File: config.mk
export PLATFORM = sky130hd
export DESIGN_NAME = sigmoid_grad
export DESIGN_NICKNAME = d
export VERILOG_FILES = /design/src/rtl/sigmoid_grad.sv
export SDC_FILE = /design/constraint.sdc
export NUM_CORES = 1
export LEC_CHECK = 0
export ABC_AREA = 1
export BUFFER_PORTS_ARGS = -buffer_cell sky130_fd_sc_hd__buf_2
export CAP_MARGIN = 10
export CORE_MARGIN = 2
export CORE_UTILIZATION = 49
export CTS_BUF_LIST = sky130_fd_sc_hd__clkbuf_16
export DETAILED_ROUTE_END_ITERATION = 6
export PLACE_DENSITY = 0.66
export SLEW_MARGIN = 10
export SYNTH_ARGS = -nofsm -noshare
export SYNTH_HDL_FRONTEND = slang
export SYNTH_SLANG_ARGS = --single-unit
export TNS_END_PERCENT = 5
File: constraint.sdc
create_clock -name clk -period 12.4 [get_ports clk]
set_input_delay 1.24 -clock clk [delete_from_list [all_inputs] [get_ports clk]]
set_output_delay 1.24 -clock clk [all_outputs]
set_load 0.01 [all_outputs]
File: src/rtl/sigmoid_grad.sv
// rtl/sigmoid_grad.sv - sigmoid backward pass: grad_out = g * y * (1 - y), Q16.16 out, one shared multiplier
module sigmoid_grad #(
    parameter int GW = 32,
    parameter int YW = 16
) (
    input  logic          clk,
    input  logic          rst_n,
    input  logic          in_valid,
    output logic          in_ready,
    input  logic [YW-1:0] in_y,
    input  logic [GW-1:0] in_grad,
    output logic          out_valid,
    input  logic          out_ready,
    output logic [GW-1:0] grad_out,
    output logic          out_clamp
);

    localparam int YF = YW - 1;
    localparam int PW = GW + YW + 1;

    typedef enum logic [1:0] {
        S_IDLE,
        S_MUL1,
        S_MUL2,
        S_DONE
    } state_t;

    state_t          r_state;
    logic [YW-1:0]   r_y;
    logic [GW-1:0]   r_g;
    logic [YW-1:0]   r_d;
    logic            r_clamp;
    logic [GW-1:0]   r_grad_out;
    logic            r_out_clamp;
    logic            r_out_valid;

    logic                 w_accept;
    logic [YW-1:0]        w_yc;
    logic [YW:0]          w_one_minus_y;
    logic signed [GW-1:0] w_op_a;
    logic signed [YW:0]   w_op_b;
    logic signed [PW-1:0] w_prod;
    logic [YW-1:0]        w_d;
    logic [GW-1:0]        w_grad;

    assign in_ready  = rst_n && ((r_state == S_IDLE) || ((r_state == S_DONE) && out_ready));
    assign w_accept  = in_valid && in_ready;
    assign out_valid = r_out_valid;
    assign grad_out  = r_grad_out;
    assign out_clamp = r_out_clamp;

    // Negative activations are outside the sigmoid range; treat them as 0.
    assign w_yc          = r_y[YW-1] ? '0 : r_y;
    assign w_one_minus_y = ((YW + 1)'(1) << YF) - {1'b0, w_yc};

    // MUL1 forms y*(1-y); every other state presents g*d to the multiplier.
    always_comb begin
        w_op_a = signed'(r_g);
        w_op_b = signed'({1'b0, r_d});
        if (r_state == S_MUL1) begin
            w_op_a = signed'(GW'(w_yc));
            w_op_b = signed'(w_one_minus_y);
        end
    end

    assign w_prod = PW'(w_op_a) * PW'(w_op_b);
    assign w_d    = YW'(w_prod >> YF);
    assign w_grad = GW'(w_prod >>> YF);

    always_ff @(posedge clk or negedge rst_n) begin
        if (!rst_n) begin
            r_state     <= S_IDLE;
            r_y         <= '0;
            r_g         <= '0;
            r_d         <= '0;
            r_clamp     <= 1'b0;
            r_grad_out  <= '0;
            r_out_clamp <= 1'b0;
            r_out_valid <= 1'b0;
        end else begin
            case (r_state)
                S_IDLE: begin
                    if (w_accept) begin
                        r_y     <= in_y;
                        r_g     <= in_grad;
                        r_state <= S_MUL1;
                    end
                end
                S_MUL1: begin
                    r_d     <= w_d;
                    r_clamp <= r_y[YW-1];
                    r_state <= S_MUL2;
                end
                S_MUL2: begin
                    r_grad_out  <= w_grad;
                    r_out_clamp <= r_clamp;
                    r_out_valid <= 1'b1;
                    r_state     <= S_DONE;
                end
                S_DONE: begin
                    if (out_ready) begin
                        r_out_valid <= 1'b0;
                        if (w_accept) begin
                            r_y     <= in_y;
                            r_g     <= in_grad;
                            r_state <= S_MUL1;
                        end else begin
                            r_state <= S_IDLE;
                        end
                    end
                end
                default: r_state <= S_IDLE;
            endcase
        end
    end

endmodule

==> out/results.txt, run 1 <==
Outcome - finished, final reports clean
Initial antenna violation count - 1
Final hold violations - 0
Synth cell types - 44
Worst EP required - 12.69 ns
Met1 Use GR - 0.430
GPL Wtd Cong - 1.01
Post-synth EDFFs - 0
DP HPWL - 62.1 mm
Synth Flop Type - dfrtp_1
Worst Tran Pin Value - 1.21 ns
Vias in the first global route - 20582
Max Fanout on Critical Path - 43
CP Launch Type - flip-flop
TNS Setup - 0 ns
Max Fclk - 115 MHz
Syn nets - 3481
Detailed-route wire length per cell - 21.9 µm
Cells after Synth - 2838
DRC violations left - 0
Final setup vio count - 0
I/O Buffers - 86
Placed Instances - 3467
Drt initial violations - 1504
Vias/cell - 5.49
Via count - 19136
Commonest cells after routing, fill and taps aside - inv_1 (706), nand2_1 (600), fa_1 (475)
Post-CTS setup buffer count - 0
Min Tclk post-route - 8.73 ns
Synth Register Bits - 101
Post-CTS sizing - 0
Initial Util - 0.496
Slew margin rel. - 0.190
Nets - 3521
Later-pin clock latency in the skew report - 0.42 ns
Max-Cap Viols - 0
Final Cycle Share - 0.704
Largest stage delay, worst path - 0.77 ns
Core Area - 0.0454 mm²
Avg Inst Size Synth - 7.94 µm²
Row cnt - 78
CP bufs+invs - 9
Fraction of registers with async set/reset - 1.00
First drt pass iteration count - 6
Num CTS Buffers - 9
CTS sink count - 101
Area grow syn2layout - 6.03%
M2 GR Usage - 0.555
Sequential share of the synthesized area - 0.112
Hold Path Class - reg -> reg
Cell Count, Final, Fillers Out - 3483
Clk root buf - clkbuf_16
Hold buffers post-CTS - 0
CP Capture Type - flip-flop
Commonest non-fill, non-tap cell in the layout - inv_1
CTS max path bufs - 2
RSZ-0062 raised after global routing - false
First-pass GRT wire length - 119 mm
Busiest grt layer - met2
Clk_skew - 0.0270 ns
Clock Pin Slew Worst Setup and Hold Paths - 0.09 ns
H-tree depth - 3
Die Width - 218 µm
Netlist Area Pre-Place - 0.0225 mm²
GRT overflow - 0
Final WL - 76.2 mm
IO Pins - 87
Most frequent CP cell - nand2_1
Clock tree from TritonCTS - done
Slowest CP cell - nand2_1
Die area - 0.0477 mm²
Grt met3 use - 0.0523
Tot GR Track Use - 0.338
Die H - 218 µm
Remaining antenna violation count - 0
Arrival @ worst endpoint - 9.02 ns
Layout cell share with drive strength beyond 1 - 0.0687
CP Class - reg -> reg
Yosys Warn Count - 0
CP top delay family - adder cells
Slew Viols, Final - 0
Largest net degree at the start of global routing - 74
Diode count - 0
-- sequential cells by signal (all words and copies together) (netlist names) --
register	flops
grad_out	32
r_g	32
r_d	16
r_y	16
r_state	2
out_clamp	1
out_valid	1
r_clamp	1
-- Yosys cell counts, drive strengths merged (3+ instances only) --
master | n | share of area
a21boi | 6 | 0.0025
fa | 475 | 0.42
a31oi | 10 | 0.0034
nor3 | 24 | 0.0058
o21ai | 65 | 0.015
xor2 | 7 | 0.0027
buf | 23 | 0.0055
o211ai | 3 | 0.0010
clkbuf | 54 | 0.0090
nand2 | 605 | 0.10
xnor2 | 6 | 0.0023
nand4 | 13 | 0.0039
o21bai | 6 | 0.0020
a21oi | 99 | 0.022
inv | 720 | 0.12
dfrtp | 101 | 0.11
ha | 116 | 0.064
or2 | 9 | 0.0025
nor2 | 335 | 0.057
mux2 | 23 | 0.011
nand3b | 10 | 0.0033
o21a | 3 | 0.0010
a21o | 8 | 0.0027
nand3 | 109 | 0.024
-- worst paths after layout --
check | start | to | slack [ns] | depth (start not counted)
worst min-delay path | grad_out[28] | grad_out[28] | 0.48 | 2
worst max-delay path | r_state[1] | grad_out[12] | 3.67 | 32
max in group asynchronous | rst_n | grad_out[2] | 10.27 | 2
worst min register to register | grad_out[28] | grad_out[28] | 0.48 | 2
min in group asynchronous | rst_n | r_y[3] | 1.01 | 1
worst max register to register | r_state[1] | grad_out[12] | 3.67 | 32
-- worst register-to-register path, delay by kind of cell (launching register included) --
family	cells	cell delay, ns
and+or+nand+nor	15	2.73
buffers and inverters	9	1.49
DFF	1	0.40
adders and majority gates	8	3.99
-- per-stage QoR --
step / hold WS, ns / instance area [µm²] / setup slack (ns) / utilization
final: 0.483 / 23900 / 3.67 / 0.526
after global routing: 0.500 / 23900 / 3.18 / 0.526
after CTS: 0.486 / 23900 / 3.82 / 0.526
after detailed placement: 0.465 / 23600 / 3.87 / 0.519
after global placement: 0.455 / 23600 / 3.87 / 0.519
after floorplan: 0.438 / 22500 / 5.80 / -
-- layer usage --
metal	wire length (µm)	up-vias
li1	-	8362
met1	29800	9587
met2	35800	931
met3	5650	254
met4	4890	2
met5	8	-
-- cell type report --
| cell class | instances | area [µm²] |
|---|---|---|
| repair buffers | 106 | 583 |
| flip-flops and latches | 101 | 2530 |
| inverters | 722 | 2710 |
| fillers | 4473 | 21500 |
| multi-input cells | 1938 | 17000 |
| clock buffers | 9 | 225 |
| clock inverters | 7 | 86.3 |
| well taps | 600 | 751 |
-- logic make-up (layout without fill, tap and decap cells) --
family,count (synthesis),in the layout,share of synthesized area
mux,23,23,0.0115
buf+inv,799,844,0.135
xor+xnor,13,13,0.00506
compound gates,203,203,0.0507
simple gates,1108,1108,0.199
fa+ha+maj,591,591,0.487
flops,101,101,0.112
Power of run 1 is left out: the tool's default activity adds up to more than one toggle a clock period on the data nets, which glitch-free logic cannot reach.
==> run 2, diff against run 1 <==
- ABC_AREA: 1 -> 0
- PLACE_DENSITY: 0.66 -> 0.68
- clock period: 12.4 -> 7.28 ns (I/O delays scaled with it)
==> run 2 against run 1 <==
The flow now finishes with violations (negative setup slack); design area increased by 6.8%; synthesized area is 3.7% lower; register-to-register slack got worse by 4.3 ns; die area down 3.6%; count of clock-buffer cells in the layout did not move; clock skew fell by 0.014 ns.
==> out/results.txt, run 2 <==
Die area - 0.0460 mm²
Final setup vio count - 34
Initial Util - 0.494
Row cnt - 77
Filler cells - 3908
Post-route setup slack - -0.586 ns
Slew Viols, Final - 0
Hold buffers post-CTS - 0
Post-synth EDFFs - 0
Final WL - 65.2 mm
I/O Buffers - 86
CP Class - reg -> reg
Design Area, Final - 0.0255 mm²
DP Area - 0.0249 mm²
Layout cell share with drive strength beyond 1 - 0.212
CTS sink count - 101
Max Fclk - 127 MHz
Syn nets - 2980
Synth Flop Type - dfrtp_1
Synth cell types - 58
CP Capture Type - flip-flop
Num CTS Buffers - 9
Tot GR Track Use - 0.301
Remaining antenna violation count - 0
Core Area - 0.0439 mm²
Max-Cap Viols - 0
DRC violations left - 0
RSZ-0062 raised after global routing - true
Place WS - -0.751 ns
Max Fanout on Critical Path - 10
Detailed-route wire length per cell - 20.2 µm
R2R Setup Slk - -0.59 ns
Avg Inst Size Synth - 9.28 µm²
CTS max path bufs - 2
Die Width - 214 µm
Commonest cells after routing, fill and taps aside - inv_1 (535), fa_1 (475), nand2_1 (313)
Diode count - 0
Clock Pin Slew Worst Setup and Hold Paths - 0.09 ns
Die H - 214 µm
Arrival @ worst endpoint - 8.14 ns
Final core occ - 0.581
Post-synth top area share - 0.438
First drt pass iteration count - 5
Area grow syn2layout - 17.6%
Clock tree from TritonCTS - done
Via count - 17099
Outcome - complete, but fails checks
Vias/cell - 5.30
Yosys top cell by area - fa_1
Synth top cells by count - inv_1 (535), fa_1 (475), nand2_1 (313), nor2_1 (175), ha_1 (116)
Slowest CP cell - fa_1
Largest net degree at the start of global routing - 73
Later-pin clock latency in the skew report - 0.41 ns
IO Pins - 87
Synth Register Bits - 101
DP HPWL - 55.0 mm
Drt initial violations - 945
Clk root buf - clkbuf_16
Min Tclk post-route - 7.87 ns
Cells after Synth - 2337
Hold Path Class - in -> async
CP Launch Type - flip-flop
H-tree depth - 3
First-pass GRT wire length - 105 mm
Fraction of registers with async set/reset - 1.00
GRT overflow - 0
Commonest non-fill, non-tap cell in the layout - inv_1
Vias in the first global route - 18930
Most frequent CP cell - fa_1
Yosys Warn Count - 0
Largest stage delay, worst path - 0.58 ns
Worst Tran Pin Value - 0.975 ns
Final Cycle Share - 1.08
Synth top area cells - fa_1 (44%), dfrtp_1 (12%), inv_1 (9.3%)
Failing checks - negative setup slack
Final hold violations - 0
Sequential share of the synthesized area - 0.117
Fin Hold WS - 0.277 ns
Most frequent cell after synthesis - inv_1
Worst EP required - 7.55 ns
Slew margin rel. - 0.350
Nets - 3275
GPL Wtd Cong - 0.977
Clk_skew - 0.0134 ns
Netlist Area Pre-Place - 0.0217 mm²
Initial antenna violation count - 1
[run 2: layout make-up]
class                           count  area [µm²]  share of cell area
Sequential cell                   101        2530              0.0991
Tap cell                          592         741              0.0290
Inverter                          536        2010              0.0789
Timing Repair Buffer              382        2730               0.107
Multi-Input combinational cell   1602       17200               0.673
Clock inverter                      7         103             0.00402
Clock buffer                        9         225             0.00883
[run 2: worst paths after layout]
path | from | to | cells past startpoint
setup / recovery | r_y[3] | grad_out[30] | 29
hold / removal | rst_n | grad_out[8] | 1
setup reg to reg | r_y[3] | grad_out[30] | 29
hold reg to reg | grad_out[0] | grad_out[0] | 1
max in group asynchronous | rst_n | r_y[3] | 2
min in group clk | grad_out[0] | grad_out[0] | 1
[run 2: per-stage QoR]
step | std cells | TNS (ns)
after global routing | 3229 | -21.20
after detailed placement | 3203 | -10.53
after global placement | 3203 | -7.64
after CTS | 3220 | -5.73
final | 3229 | -8.38
after floorplan | 2337 | -0.118
[run 2: kinds of logic after synthesis]
logic type      after synthesis  synth area share
simple gates                678             0.140
flops                       101             0.117
xor+xnor                     52            0.0210
mux                         100            0.0512
compound gates              181            0.0565
fa+ha+maj                   591             0.505
buf+inv                     634             0.110
[run 2: per-layer routing]
metal / share of wire / wire length (µm) / vias up / global-route usage
met1: 0.38 / 24800 / 8724 / 0.367
li1: - / - / 7518 / -
met2: 0.49 / 32100 / 649 / 0.518
met5: 0.00017 / 11 / - / 0
met4: 0.063 / 4070 / 2 / 0.156
met3: 0.064 / 4140 / 206 / 0.0458
[run 2: repair_timing]
| item | 4_1_cts | 5_1_grt |
|---|---|---|
| hold endpoints to repair | 0 | 0 |
| buffers inserted | 1 | 10 |
| pin swaps | 6 | 17 |
| gates resized for setup | 27 | 35 |
| cloned | 0 | 1 |
| setup endpoints to repair | 36 | 41 |
[run 2: critical path, delay by kind of cell (launching register included)]
| family | cells | cell delay [ns] |
|---|---|---|
| compound gates | 8 | 1.61 |
| xor+xnor | 1 | 0.19 |
| fa+ha+maj | 7 | 3.38 |
| buf+inv | 7 | 0.78 |
| flops | 1 | 0.44 |
| simple gates | 6 | 1.31 |
Power of run 2 is left out for the same reason.
==> run 3, diff against run 2 <==
- CORE_UTILIZATION: 49 -> 66
- PLACE_DENSITY: 0.68 -> 0.84
- SETUP_SLACK_MARGIN: default -> 0.3
- clock period: 7.28 -> 9.7 ns (I/O delays scaled with it)
==> run 3 against run 2 <==
The run ends with design-rule violations left; hold slack better by 0.23 ns; register-to-register slack better by 1.2 ns; sequential share of layout area up 1.1 points; worst setup slack better by 1.2 ns; clock skew up 0.0083 ns; count of clock-buffer cells in the layout unchanged; global-route usage up 8.9 points; critical path depth down 1; first-iteration DRC count up 55%; die area down 25%; cell count down 12%; flip-flop and latch count unchanged; critical path type unchanged; largest cell class unchanged.
==> out/results.txt, run 3 (synthesized netlist as in run 2, its figures left out) <==
Outcome - complete, but fails checks
Failing checks - design-rule violations
Worst Tran Pin Value - 1.19 ns
Worst EP required - 9.98 ns
Slew margin rel. - 0.207
Core Area - 0.0325 mm²
Largest stage delay, worst path - 0.89 ns
Die Width - 185 µm
Remaining antenna violation count - 0
Commonest cells after routing, fill and taps aside - inv_1 (535), fa_1 (475), nand2_1 (313)
CTS sink count - 101
Arrival @ worst endpoint - 9.38 ns
Clk_skew - 0.0217 ns
IO Pins - 87
Commonest non-fill, non-tap cell in the layout - inv_1
Max-Cap Viols - 0
Final Cycle Share - 0.938
Post-CTS setup buffer count - 0
Later-pin clock latency in the skew report - 0.40 ns
Layout cell share with drive strength beyond 1 - 0.109
Num CTS Buffers - 9
CP Launch Type - flip-flop
Post-CTS sizing - 0
Clock tree from TritonCTS - done
Final WL - 61.3 mm
Most frequent CP cell - fa_1
Nets - 3023
Die H - 185 µm
Slowest CP cell - nor2b_1
CTS max path bufs - 2
Row cnt - 66
Vias/cell - 5.85
Final hold violations - 0
Die area - 0.0343 mm²
Max Fclk - 110 MHz
Max Fanout on Critical Path - 37
Final setup vio count - 0
DP HPWL - 49.9 mm
Hold buffers post-CTS - 0
I/O Buffers - 86
H-tree depth - 3
R2R Path Start - r_state[1]
Area grow syn2layout - 6.03%
Initial antenna violation count - 2
TNS Setup - 0 ns
CP Capture Type - flip-flop
Drt initial violations - 1469
Largest net degree at the start of global routing - 68
GRT overflow - 0
Initial Util - 0.668
GPL Wtd Cong - 1.01
Worst Hold Launch - grad_out[13]
Min Tclk post-route - 9.10 ns
CP Class - reg -> reg
Clock Pin Slew Worst Setup and Hold Paths - 0.10 ns
Slew Viols, Final - 0
Detailed-route wire length per cell - 21.7 µm
Clk root buf - clkbuf_16
First drt pass iteration count - 7
Tot GR Track Use - 0.390
Hold Path Class - reg -> reg
First-pass GRT wire length - 99.0 mm
Vias in the first global route - 18466
Via count - 16542
DRC violations left - 2
RSZ-0062 raised after global routing - true
R2R Setup Slk - 0.60 ns
Critical path origin - r_state[1]
run 3: changes by cell type in the layout (fill, tap and decap cells not counted), sizes merged:
cell    change
bufinv      -1
diode       +2
clkbuf      -1
inv         +1
buf       -251
run 3: cell type report:
cell class,instances,area (µm²)
flip-flops and latches,101,2530
fillers,2411,9460
diodes,2,5.00
multi-input cells,1602,16800
clock buffers,9,225
well taps,442,553
clock inverters,7,88.8
inverters,536,2010
repair buffers,130,763
run 3: path summary, 6_finish.rpt:
kind,to,cells past startpoint
worst min-delay path,grad_out[13],1
min in group asynchronous,grad_out[26],1
max in group asynchronous,r_g[17],2
worst max register to register,grad_out[23],28
worst min register to register,grad_out[13],1
worst max-delay path,grad_out[23],28
run 3: per-layer routing:
layer / track usage / vias up / wire, µm
met5: 0 / - / 13
met4: 0.211 / 2 / 3660
li1: - / 7031 / -
met3: 0.0879 / 240 / 5690
met1: 0.462 / 8378 / 21700
met2: 0.661 / 891 / 30200
run 3: worst max-delay path, delay by kind of cell, from the launching register on:
| kind | cells | cell delay, ns |
|---|---|---|
| adders and majority gates | 8 | 3.48 |
| xor gates and xnor gates | 1 | 0.17 |
| and+or+nand+nor | 3 | 1.25 |
| DFF | 1 | 0.41 |
| AOI/OAI and AO/OA | 8 | 2.51 |
| buffers and inverters | 7 | 0.87 |
| muxes | 1 | 0.27 |
run 3: through the flow:
| stage | std cells | area, µm² | hold WS, ns | setup slack (ns) | util |
|---|---|---|---|---|---|
| 2_1_floorplan | 2337 | 21700 | 0.475 | 1.56 | - |
| 3_3_place_gp | 2811 | 22700 | 0.472 | 0.812 | 0.699 |
| 3_5_place_dp | 2811 | 22700 | 0.491 | 0.606 | 0.699 |
| 4_1_cts | 2827 | 23000 | 0.507 | 0.510 | 0.708 |
| 5_1_grt | 2827 | 23000 | 0.522 | 0.167 | 0.708 |
| 6_report | 2829 | 23000 | 0.505 | 0.604 | 0.709 |
Power of run 3 is left out for the same reason.
